`src/rtl/gemm_result_reader.sv`:
```
// Drains the M x N result region of GEMM memory C in row-major order.
// Reads are credit-limited into a 2-entry FIFO that feeds a valid/ready stream.
module gemm_result_reader #(
  parameter int OutDataWidth  = 32,
  parameter int DataDepth     = 4096,
  parameter int AddrWidth     = (DataDepth <= 1) ? 1 : $clog2(DataDepth),
  parameter int SizeAddrWidth = 32
) (
  input  logic                     clk_i,
  input  logic                     rst_i,
  input  logic                     start_i,
  input  logic [SizeAddrWidth-1:0] M_size_i,
  input  logic [SizeAddrWidth-1:0] N_size_i,
  input  logic [AddrWidth-1:0]     base_addr_i,
  output logic [AddrWidth-1:0]     sram_c_addr_o,
  input  logic [OutDataWidth-1:0]  sram_c_rdata_i,
  output logic                     m_valid_o,
  input  logic                     m_ready_i,
  output logic [OutDataWidth-1:0]  m_data_o,
  output logic                     m_row_last_o,
  output logic                     m_last_o,
  output logic                     busy_o,
  output logic                     done_o
);

  // state | meaning
  // IDLE  | waiting for start_i
  // RUN   | issuing reads into C
  // DRAIN | all reads issued, waiting for read return and FIFO to empty
  // DONE  | one-cycle completion pulse
  localparam logic [1:0] S_IDLE  = 2'd0;
  localparam logic [1:0] S_RUN   = 2'd1;
  localparam logic [1:0] S_DRAIN = 2'd2;
  localparam logic [1:0] S_DONE  = 2'd3;

  localparam int TotalWidth = 2 * SizeAddrWidth;
  localparam int EntryWidth = OutDataWidth + 2;

  logic [1:0]               state_q, state_d;
  logic [SizeAddrWidth-1:0] n_size_q;
  logic [SizeAddrWidth-1:0] n_cnt_q;
  logic [TotalWidth-1:0]    total_q;
  logic [TotalWidth-1:0]    issued_q;
  logic [AddrWidth-1:0]     addr_q;
  logic                     inflight_q;
  logic                     tag_row_last_q;
  logic                     tag_last_q;

  logic [EntryWidth-1:0]    fifo_q [2];
  logic                     wr_ptr_q;
  logic                     rd_ptr_q;
  logic [1:0]               count_q;

  logic [TotalWidth-1:0]    total_in;
  logic [2:0]               pending;
  logic                     pop;
  logic                     credit;
  logic                     issue;
  logic                     row_end;
  logic                     last_issue;
  logic                     drained;
  logic [EntryWidth-1:0]    head;

  assign total_in   = TotalWidth'(M_size_i) * TotalWidth'(N_size_i);
  assign head       = fifo_q[rd_ptr_q];
  assign m_valid_o  = (count_q != 2'd0);
  assign pop        = m_valid_o && m_ready_i;

  // A beat leaving this cycle frees its slot, which keeps one beat per cycle flowing.
  assign pending    = 3'(inflight_q) + 3'(count_q) - 3'(pop);
  assign credit     = (pending < 3'd2);
  assign issue      = (state_q == S_RUN) && credit;
  assign row_end    = (n_cnt_q == n_size_q - 1'b1);
  assign last_issue = (issued_q == total_q - 1'b1);
  assign drained    = !inflight_q && ((count_q == 2'd0) || ((count_q == 2'd1) && pop));

  assign sram_c_addr_o = addr_q;
  assign m_data_o      = m_valid_o ? head[EntryWidth-1:2] : '0;
  assign m_row_last_o  = m_valid_o ? head[1] : 1'b0;
  assign m_last_o      = m_valid_o ? head[0] : 1'b0;
  assign busy_o        = (state_q != S_IDLE);
  assign done_o        = (state_q == S_DONE);

  always_comb begin
    state_d = state_q;
    case (state_q)
      S_IDLE: begin
        if (start_i) state_d = (total_in != '0) ? S_RUN : S_DONE;
      end
      S_RUN: begin
        if (issue && last_issue) state_d = S_DRAIN;
      end
      S_DRAIN: begin
        if (drained) state_d = S_DONE;
      end
      default: state_d = S_IDLE;
    endcase
  end

  always_ff @(posedge clk_i or posedge rst_i) begin
    if (rst_i) begin
      state_q        <= S_IDLE;
      n_size_q       <= '0;
      n_cnt_q        <= '0;
      total_q        <= '0;
      issued_q       <= '0;
      addr_q         <= '0;
      inflight_q     <= 1'b0;
      tag_row_last_q <= 1'b0;
      tag_last_q     <= 1'b0;
    end else begin
      state_q    <= state_d;
      inflight_q <= issue;
      if (state_q == S_IDLE && start_i) begin
        n_size_q <= N_size_i;
        total_q  <= total_in;
        n_cnt_q  <= '0;
        issued_q <= '0;
        addr_q   <= base_addr_i;
      end else if (issue) begin
        tag_row_last_q <= row_end;
        tag_last_q     <= last_issue;
        issued_q       <= issued_q + 1'b1;
        addr_q         <= addr_q + 1'b1;
        n_cnt_q        <= row_end ? '0 : n_cnt_q + 1'b1;
      end
    end
  end

  // Read data lands one cycle after issue and is pushed unconditionally; credit guarantees room.
  always_ff @(posedge clk_i or posedge rst_i) begin
    if (rst_i) begin
      fifo_q[0] <= '0;
      fifo_q[1] <= '0;
      wr_ptr_q  <= 1'b0;
      rd_ptr_q  <= 1'b0;
      count_q   <= 2'd0;
    end else begin
      if (inflight_q) begin
        fifo_q[wr_ptr_q] <= {sram_c_rdata_i, tag_row_last_q, tag_last_q};
        wr_ptr_q         <= ~wr_ptr_q;
      end
      if (pop) rd_ptr_q <= ~rd_ptr_q;
      count_q <= count_q + 2'(inflight_q) - 2'(pop);
    end
  end

endmodule

```
`config.mk`:
```
export PLATFORM = sky130hd
export DESIGN_NAME = gemm_result_reader
export DESIGN_NICKNAME = d
export VERILOG_FILES = /design/src/rtl/gemm_result_reader.sv
export SDC_FILE = /design/constraint.sdc
export NUM_CORES = 2
export LEC_CHECK = 0
export CAP_MARGIN = 20
export CORE_MARGIN = 4
export CORE_UTILIZATION = 23
export CTS_CLUSTER_DIAMETER = 150
export DETAILED_ROUTE_END_ITERATION = 10
export HOLD_SLACK_MARGIN = 0.05
export SYNTH_ARGS = -nofsm -noshare
export SYNTH_HDL_FRONTEND = slang
export SYNTH_SLANG_ARGS = --single-unit
export TNS_END_PERCENT = 20
```
`constraint.sdc`:
```
create_clock -name clk_i -period 17.9 [get_ports clk_i]
set_input_delay 3.58 -clock clk_i [delete_from_list [all_inputs] [get_ports clk_i]]
set_output_delay 3.58 -clock clk_i [all_outputs]
set_load 0.05 [all_outputs]
```
==> summary by stage <==
Floorplanning
The number of primary I/O pins is 161. The die boundary width is 475 um. The height of the die is 475 um. The starting utilization of the core area is 23.1%. The initialized floorplan defines 171 standard-cell rows.

The core region is 217000 um^2. The die outline area is 225000 um^2.

CTS
The count of cells resized by post-cts repair is 0. Buffers inserted to repair hold after CTS numbered 0. Post-CTS timing repair inserted 0 buffers for setup. The number of sinks on the clock net is 281.

The number of levels in the clock H-tree is 2. TritonCTS built the clock tree. Clock latency on the worst-skew pair, taken at its later pin, is 0.58 ns. The clock transition at the register clock pins on the worst setup and hold paths after CTS is 0.06 ns. The master cell of the clock root buffer is sky130_fd_sc_hd__clkbuf_16. The largest buffer count on any clock path is 3.

Counting the buffers created by CTS gives 37.

Route
Routed signal wires occupy layers up through met5. The vias after detailed routing is 39.1k. The routed length on met3 is 10.7 mm. After detailed routing, the total wire length is 148 mm. The average wire per cell in the routed design is 17.6 um. The detail route stage leaves a number of antenna-violating nets equal to 0.

The initial detailed-routing violation count is 2621. The pre-antenna-repair detailed-routing pass consisted of 5 iterations. The wire length the detailed router placed on met1 is 63.9 mm.

For this run, design rule violations remaining after detail routing come to 0. The via density per instance is 4.64. The routed design uses 69.4 mm of met2 wire.

Critical path
For the worst setup path, the data required time is 18.37 ns. The maximum fanout along the worst path is 24. The worst setup path is launched from an input pin. The critical path in this run is classified as input pin to register. STA classifies the critical path endpoint as a register. For this design, the slowest cell found on the critical path is sky130_fd_sc_hd__clkdlybuf4s50_1. The cell occurring most often along the worst timing path is sky130_fd_sc_hd__fa_1.

The largest single stage delay on the critical path is 0.92 ns. The arrival time at the worst endpoint is 12.91 ns.

Timing
The number of max-slew violations in the final report was 0. The final clock period utilization by the worst path is 69.5%. Setup repair after global routing left no endpoint under its margin. The smallest clock period supported by the final layout is computed as 12.44 ns. The final hold violation count is 0. Between clock sinks in the finished design, the worst skew comes to 0.0396 ns. The total setup violations reported at the end of the flow is 0. Measured against its own limit, the worst slew margin works out to 24.0%. The slew at the pin with the worst max-slew slack is 1.12 ns. In the final timing run, aggregate negative setup slack is 0 ns.

The highest achievable clock rate is 80.4 MHz.

Yosys
The number of enable flip-flop cells after synthesis is 0. Counting flops with an async set or reset pin after synthesis yields a share of 100%. Summing the areas of all fa, ha and maj instances in the mapped netlist gives 42.7% of the synthesized area.

The mux contribution to synthesized area is 2.80%. Counting instances in the post-synthesis netlist gives the leading cell types as sky130_fd_sc_hd__fa_1 (897), sky130_fd_sc_hd__inv_1 (889), sky130_fd_sc_hd__nand2_1 (766). The post-synthesis register bit count is 281. After synthesis, the mean cell area works out to 8.98 um^2. Summing the areas of all and, or, nand and nor instances in the mapped netlist gives 20.9% of the synthesized area. The post-synthesis cell type with the largest combined area is sky130_fd_sc_hd__fa_1. After synthesis, the largest family of logic cells by area is adder cells. In the synthesized netlist, the number of instances is 5580.

Summing the areas of all compound-gate instances in the mapped netlist gives 6.39% of the synthesized area. The count of distinct cell types in the synthesized netlist is 88. The synthesized netlist occupies a cell area of 50100 um^2. The share of the yosys chip area belonging to registers is 14.0%. Ranked by total cell area, the synthesized netlist is headed by sky130_fd_sc_hd__fa_1 (36%), sky130_fd_sc_hd__dfrtp_1 (14%), sky130_fd_sc_hd__and2_1 (7.9%). The most used flip-flop cell after synthesis is sky130_fd_sc_hd__dfrtp_1. Yosys printed 0 warnings. The net count after synthesis is 6864. Summing the areas of all xor and xnor instances in the mapped netlist gives 4.04% of the synthesized area.

The share of Yosys cell area claimed by the top area cell type is 35.8%. The cell with the most instances after synthesis is sky130_fd_sc_hd__fa_1.

GRT
Entering global routing, the biggest net connects 85 pins. The first global-routing pass estimated 237 mm of wire. For this run, the total global-route usage over all layers was measured as 13.2%. The number of antenna violations at the first check in global routing came to 12. After global routing the overflow that remains totals 0.

The number of global-route vias before repair is 41.5k.

Final layout
The count of non-filler cells in the finished layout is 8416. The signed area change from the synthesized netlist to the final layout is 11.5%. At the end of the flow, the number of nets in the layout was 6815. The final cell utilization of the core is 25.8%. The share of final-layout standard cells stronger than drive strength 1 is 4.64%.

Place
The placer's final routability congestion estimate is 0.899. During placement, the flow inserted port buffers numbering 160. Counting tap cells, the placed design contains a total of 8344 instances. Detailed placement ended at an HPWL of 113 mm.

Run status
The flow ran to the end, and the final reports show no timing, DRC or antenna violations.

Run
The max-capacitance violation count is 0.

Hold path
The class of the worst hold path is register to register.
## final timing paths
| path | start | to | slack [ns] | cells after the start |
|---|---|---|---|---|
| setup reg to reg | count_q[1]$_DFF_PP0_ | issued_q[63]$_DFFE_PP0P_ | 11.78 | 21 |
| min in group asynchronous | rst_i | fifo_q[24]$_DFFE_PP0P_ | 3.49 | 2 |
| setup / recovery | M_size_i[11] | state_q[1]$_DFFE_PP0P_ | 5.46 | 27 |
| max in group asynchronous | rst_i | issued_q[57]$_DFFE_PP0P_ | 12.22 | 4 |
| hold / removal | fifo_q[1]$_DFFE_PP0P_ | fifo_q[1]$_DFFE_PP0P_ | 0.48 | 2 |
| hold reg to reg | fifo_q[1]$_DFFE_PP0P_ | fifo_q[1]$_DFFE_PP0P_ | 0.48 | 2 |
## metal layers
metal / global-route usage (%) / vias up
met4: 3.78 / 4
li1: - / 17300
met3: 2.09 / 283
met1: 17.8 / 20100
met2: 21.8 / 1372
met5: 0 / -
## through the flow
stage	hold slack, ns	setup slack [ns]	area (um^2)
2_1_floorplan	0.449	6.57	50100
3_3_place_gp	0.462	4.92	54500
3_5_place_dp	0.470	4.71	54500
4_1_cts	0.481	5.32	55800
5_1_grt	0.514	5.19	55900
6_report	0.480	5.46	55900
## layout by cell type (no fill, tap or decap), types with 113 or more instances in the layout
master,count
sky130_fd_sc_hd__a21oi_1,122
sky130_fd_sc_hd__and2_1,628
sky130_fd_sc_hd__clkdlybuf4s50_1,153
sky130_fd_sc_hd__dfrtp_1,280
sky130_fd_sc_hd__fa_1,897
sky130_fd_sc_hd__ha_1,275
sky130_fd_sc_hd__inv_1,888
sky130_fd_sc_hd__nand2_1,765
sky130_fd_sc_hd__nor2_1,213
sky130_fd_sc_hd__o21ai_0,130
sky130_fd_sc_hd__xnor2_1,118
sky130_fd_sc_hd__xor2_1,113
## cell families (layout without fill, tap and decap cells)
family                     count (synthesis)  count (layout)
AOI/OAI and AO/OA                        506             506
other                                      0               4
xor gates and xnor gates                 231             231
buffers and inverters                   1207            1185
DFF                                      281             281
muxes                                    130             130
adders and majority gates               1172            1172
and+or+nand+nor                         2053            2053
## flip-flops by register name, indices dropped and copies added, names as in the netlist, 2 cells and up
register       count
count_q            2
fifo_q            68
issued_q          64
n_cnt_q           32
n_size_q          32
sram_c_addr_o     12
state_q            2
total_q           64
## critical path: cells and delay by family
family | cells | cell delay [ns]
compound gates | 8 | 2.43
buf+inv | 6 | 1.60
simple gates | 4 | 0.97
fa+ha+maj | 9 | 4.33
## final cells by class
type,count,area [um^2]
Inverter,889,3340
Sequential cell,281,7030
Antenna cell,4,10.0
Fill cell,23400,161000
Multi-Input combinational cell,4092,38500
Timing Repair Buffer,230,2110
Tap cell,2854,3570
Clock buffer,48,1020
Clock inverter,18,288
Power is not shown: default switching activity piles up to over one toggle a cycle in this logic, so the estimate is an artifact.
